$ cat config.mk
export PLATFORM = sky130hd
export DESIGN_NAME = time_entry_loader
export DESIGN_NICKNAME = d
export VERILOG_FILES = /design/src/rtl/time_entry_loader.sv
export SDC_FILE = /design/constraint.sdc
export NUM_CORES = 1
export LEC_CHECK = 0
export CAP_MARGIN = 20
export CORE_MARGIN = 2
export CORE_UTILIZATION = 48
export DETAILED_ROUTE_END_ITERATION = 7
export PLACE_DENSITY = 0.78
export SLEW_MARGIN = 20
export SYNTH_ARGS = -nofsm -noshare
export SYNTH_HDL_FRONTEND = slang
export SYNTH_SLANG_ARGS = --single-unit
$ cat constraint.sdc
create_clock -name clock -period 2.6 [get_ports clock]
set_input_delay 0.78 -clock clock [delete_from_list [all_inputs] [get_ports clock]]
set_output_delay 0.78 -clock clock [all_outputs]
set_load 0.01 [all_outputs]
$ cat src/rtl/time_entry_loader.sv
// Keypad front end for the countdown timer: collects an M:SS entry, normalises the
// seconds on START, issues a one-cycle active-low parallel load and tracks run state.
module time_entry_loader #(
  parameter logic [3:0]  START_CODE = 4'hA,
  parameter logic [3:0]  CLEAR_CODE = 4'hB,
  parameter int unsigned MAX_MIN    = 9
) (
  input  logic       clock,
  input  logic       clr,
  input  logic       key_valid,
  input  logic [3:0] key_code,
  input  logic       timer_done,
  output logic       loadn,
  output logic [3:0] data_min,
  output logic [3:0] data_tens,
  output logic [3:0] data_ones,
  output logic       running,
  output logic       cancel,
  output logic [1:0] digit_count
);

  localparam int unsigned DIGIT_W = 4;
  localparam int unsigned COUNT_W = 2;
  localparam logic [DIGIT_W-1:0] MAX_MIN_D  = DIGIT_W'(MAX_MIN);
  localparam logic [DIGIT_W-1:0] TENS_LIMIT = DIGIT_W'(5);
  localparam logic [DIGIT_W-1:0] TENS_WRAP  = DIGIT_W'(6);
  localparam logic [DIGIT_W-1:0] ONES_MAX   = DIGIT_W'(9);
  localparam logic [COUNT_W-1:0] COUNT_MAX  = COUNT_W'(3);

  typedef enum logic [1:0] {
    S_IDLE    = 2'd0,
    S_ENTRY   = 2'd1,
    S_LOAD    = 2'd2,
    S_RUNNING = 2'd3
  } state_e;

  state_e state_q, state_d;

  logic [DIGIT_W-1:0] min_q, min_d;
  logic [DIGIT_W-1:0] tens_q, tens_d;
  logic [DIGIT_W-1:0] ones_q, ones_d;
  logic [COUNT_W-1:0] count_q, count_d;
  logic               loadn_q, loadn_d;
  logic               running_q, running_d;
  logic               cancel_q, cancel_d;

  logic is_digit;
  logic is_start;
  logic is_clear;
  logic digits_zero;

  // Key decode; anything outside 0-9, START and CLEAR falls through all three
  always_comb begin
    is_digit    = key_valid && (key_code <= ONES_MAX);
    is_start    = key_valid && (key_code == START_CODE);
    is_clear    = key_valid && (key_code == CLEAR_CODE);
    digits_zero = (min_q == '0) && (tens_q == '0) && (ones_q == '0);
  end

  // State register
  always_ff @(posedge clock) begin
    if (clr) begin
      state_q <= S_IDLE;
    end else begin
      state_q <= state_d;
    end
  end

  // Next-state logic
  always_comb begin
    state_d = state_q;
    unique case (state_q)
      S_IDLE: begin
        if (is_digit) begin
          state_d = S_ENTRY;
        end
      end
      S_ENTRY: begin
        if (is_digit) begin
          state_d = S_ENTRY;
        end else if (is_clear) begin
          state_d = S_IDLE;
        end else if (is_start && !digits_zero) begin
          state_d = S_LOAD;
        end
      end
      S_LOAD: begin
        state_d = S_RUNNING;
      end
      S_RUNNING: begin
        if (timer_done || is_clear) begin
          state_d = S_IDLE;
        end
      end
      default: begin
        state_d = S_IDLE;
      end
    endcase
  end

  // Output / datapath next values
  always_comb begin
    min_d     = min_q;
    tens_d    = tens_q;
    ones_d    = ones_q;
    count_d   = count_q;
    cancel_d  = 1'b0;
    loadn_d   = (state_d != S_LOAD);
    running_d = (state_d == S_RUNNING);
    unique case (state_q)
      S_IDLE, S_ENTRY: begin
        if (is_digit) begin
          min_d  = tens_q;
          tens_d = ones_q;
          ones_d = key_code;
          if (count_q != COUNT_MAX) begin
            count_d = count_q + COUNT_W'(1);
          end
        end else if (is_clear) begin
          min_d   = '0;
          tens_d  = '0;
          ones_d  = '0;
          count_d = '0;
        end else if (is_start && (state_q == S_ENTRY) && !digits_zero) begin
          // Fold a seconds-tens of 6+ into the minutes, clamping at MAX_MIN:59
          if (tens_q > TENS_LIMIT) begin
            if (min_q < MAX_MIN_D) begin
              tens_d = tens_q - TENS_WRAP;
              min_d  = min_q + DIGIT_W'(1);
            end else begin
              min_d  = MAX_MIN_D;
              tens_d = TENS_LIMIT;
              ones_d = ONES_MAX;
            end
          end
        end
      end
      S_LOAD: begin
      end
      S_RUNNING: begin
        if (timer_done || is_clear) begin
          min_d    = '0;
          tens_d   = '0;
          ones_d   = '0;
          count_d  = '0;
          cancel_d = !timer_done;
        end
      end
      default: begin
      end
    endcase
  end

  // Output and datapath registers
  always_ff @(posedge clock) begin
    if (clr) begin
      min_q     <= '0;
      tens_q    <= '0;
      ones_q    <= '0;
      count_q   <= '0;
      loadn_q   <= 1'b1;
      running_q <= 1'b0;
      cancel_q  <= 1'b0;
    end else begin
      min_q     <= min_d;
      tens_q    <= tens_d;
      ones_q    <= ones_d;
      count_q   <= count_d;
      loadn_q   <= loadn_d;
      running_q <= running_d;
      cancel_q  <= cancel_d;
    end
  end

  assign loadn       = loadn_q;
  assign data_min    = min_q;
  assign data_tens   = tens_q;
  assign data_ones   = ones_q;
  assign running     = running_q;
  assign cancel      = cancel_q;
  assign digit_count = count_q;

endmodule

==> summary.md <==
| Metric | Value |
|---|---|
| Outcome | complete, no violations |
| Slowest CP cell | clkdlybuf4s50_1 |
| Reg2Reg Depth | 5 |
| # port buffers | 24 |
| Pleak | 0.574 nW |
| Final ANT Viol Nets | 0 |
| Number of global-route vias before repair | 1,103 |
| Die footprint | 0.00257 mm^2 |
| Synth top area share | 36.3% |
| Core Box Area | 0.00200 mm^2 |
| Worst setup EP type | register |
| Area contributors post-synth | dfxtp_1 (36%), a21oi_1 (7.6%), ha_1 (4.8%) |
| R2R Setup Slk | 450 ps |
| Final hold violation count | 0 |
| Bufs and invs on worst path | 3 |
| Chip Height | 50.7 um |
| DRT iter0 DRCs | 45 |
| # IOs | 25 |
| CTS tree | yes |
| Clk slew on worst S/H paths | 100 ps |
| FF-to-FF End | state_q[0] |
| Worst reg2reg path startpoint | data_tens[2] |
| Starting Density | 52.3% |
| First-pass GRT wire length | 4.84 mm |
| Largest area contributor in the netlist | dfxtp_1 |
| Worst-margin pin slew | 716 ps |
| Critical Path End | data_ones[0] |
| F_max | 407 MHz |
| Final #Nets | 178 |
| Placer Congestion | 0.917 |
| Pwr dens | 420 mW/mm^2 |
| Setup CP Type | primary input to register |
| Maximum VDD drop | 324 uV |
| Setup violators final | 0 |
| Total stage count of the critical path | 8 |
| WL/cell | 14.6 um |
| Setup crit start | key_code[3] |
| Cell row count | 16 |
| Post-DR vias/cell | 5.70 |
| Sink Count | 19 |
| Clk_skew | 7.67 ps |
| Avg Inst Size Synth | 8.51 um^2 |
| Die width | 50.7 um |
| CTS H-tree depth | 1 |
| Worst Hold Slack | 488 ps |
| Total GRT Usage | 24.3% |
| Drt pass-1 iters | 4 |
| Mapped Cells | 123 |
| CTS buffer count | 3 |
| Clock Tree Buf Depth | 2 |
| Max FO, Critical Path | 5 |
| Layout Area Growth over Synthesis | 41.2% |
| Min-delay worst type | register to register |
| Final Critical Period | 2460 ps |
| Post-synthesis sequential area ratio | 36.3% |
| DRC viols | 0 |
| Synth Register Bits | 19 |
| Cell Area, Synth | 0.00105 mm^2 |
| Max-slew violation total from the final report | 0 |
| Slowest stage delay, CP | 530 ps |
| Global route hottest layer | met2 |
| Total gr overflow | 0 |
| Final period util | 94.5% |
| Cell family with the largest share of critical-path delay | buffers and inverters |
| Root Driver | clkbuf_4 |
| Max-cap viol count | 0 |
| # hold bufs at CTS | 0 |
| Vias after detailed routing | 1,095 |
| Skew-Pair Late Insertion Delay | 290 ps |
| GR Util met3 | 4.17% |
| ANT cells | 0 |
| Slew margin rel. | 52.0% |
| Top cell by count, worst path | buf_4 |
| Ys Warns | 0 |
| Layout cells sized above 1 | 17.6% |
| Cell Chain, Critical Path | clkdlybuf4s50_1, nand4b_1, nor4_2, buf_4, a211oi_2, buf_4, or2_0, a21oi_1 |
| Final core occ | 73.9% |
| Pin count of the biggest net entering global routing | 19 |
| Startpoint class of the critical path | primary input |
| Crit path arrival time | 2680 ps |
| FILL cells | 159 |
| Mapped Nets | 135 |
| Final wirelength | 2.79 mm |
| Initial antenna violation count | 0 |
| Synth unique cells | 38 |
| Placed wire-length estimate | 2.12 mm |
| Fin Setup TNS | 0 ps |
| M1 GR Usage | 30.2% |
| Critical Path RT | 2820 ps |
| Met2 GRT Util | 42.8% |
registers in the layout, summed over array words and instances (netlist names):
signal and count:
cancel 1, data_min 4, data_ones 4, data_tens 4, digit_count 2, loadn 1, running 1, state_q 2
where the power goes:
group	internal (W)	switching (W)	leakage, nW
Clock	0.0000596	0.0000876	0.0150
Combinational	0.0000803	0.0000720	0.404
Sequential	0.000304	0.0000176	0.155
Total	0.000444	0.000177	0.574
layout by cell type (no fill, tap or decap), types with 4 or more instances in the layout:
| master | n |
|---|---|
| clkdlybuf4s50_1 | 24 |
| dfxtp_1 | 19 |
| buf_4 | 18 |
| a21oi_1 | 16 |
| nand2_1 | 11 |
| nor2_1 | 9 |
| inv_1 | 4 |
| o21ai_0 | 4 |
| o2bb2ai_1 | 4 |
| mux2i_1 | 4 |
| nand3b_1 | 4 |
| a211oi_1 | 4 |
| ha_1 | 4 |
per-layer routing:
metal,part of all wire (%),up-vias,wire length (um)
li1,-,545,-
met1,45,507,1260
met2,48,39,1340
met3,6.2,4,172
met4,0.75,0,21
met5,0,-,0
per-stage QoR:
stage	worst slack, ps	instances	total power, W	cell area [um^2]
after floorplan	455	123	0.000399	1050
after global placement	-318	188	0.000474	1440
after detailed placement	-418	188	0.000478	1440
after CTS	71.8	192	0.000623	1470
after global routing	-6.16	192	0.000657	1480
final	143	192	0.000621	1480
final cells by class:
type	instances	area [um^2]	area share, %
repair buffers	42	375	25.4
inverters	4	15.0	1.02
well taps	27	33.8	2.28
flip-flops and latches	19	380	25.7
multi-input cells	96	648	43.8
clock buffers	4	26.3	1.78
cell usage after synthesis, drive strengths merged:
library cell and count:
a211oi 5, a21bo 1, a21o 2, a21oi 16
a221oi 1, a31oi 1, and2 2, and3b 1
and4b 1, buf 1, clkbuf 3, dfxtp 19
ha 4, inv 4, mux2i 4, nand2 11
nand2b 2, nand3 2, nand3b 4, nand4 1
nand4b 1, nor2 9, nor3 5, nor3b 1
nor4 2, nor4b 1, o21a 2, o21ai 4
o21bai 1, o2bb2ai 4, o41ai 1, or2 1
or4 3, or4b 2, xnor2 1
how the worst min path moves through the flow:
stage                              start             end  cells past startpoint  slack [ps]
final                     digit_count[1]  digit_count[1]                      2         490
after global routing      digit_count[1]  digit_count[1]                      2         520
after CTS                 digit_count[1]  digit_count[1]                      2         490
after detailed placement  digit_count[1]  digit_count[1]                      2         470
after global placement    digit_count[1]  digit_count[1]                      2         460
after floorplan           digit_count[1]  digit_count[1]                      2         490
tightest hold or removal path, delay by kind of cell (launching register included):
kind,cells,cell delay [ps]
AND/OR/NAND/NOR,1,60
flip-flops,1,340
AO/OA/AOI/OAI,1,50
logic make-up after synthesis:
logic type	Yosys count	share of synthesized area [%]
mux	4	3.82
xor+xnor	1	0.836
flops	19	36.3
buf+inv	8	2.87
simple gates	49	26.9
compound gates	38	24.5
fa+ha+maj	4	4.78
what timing repair did:
item | in CTS | in global routing
gates resized for setup | 1 | 1
setup buffers | 0 | 0
endpoints found under the setup margin | 6 | 2
Note: power is estimated with default switching activity, not from simulation.
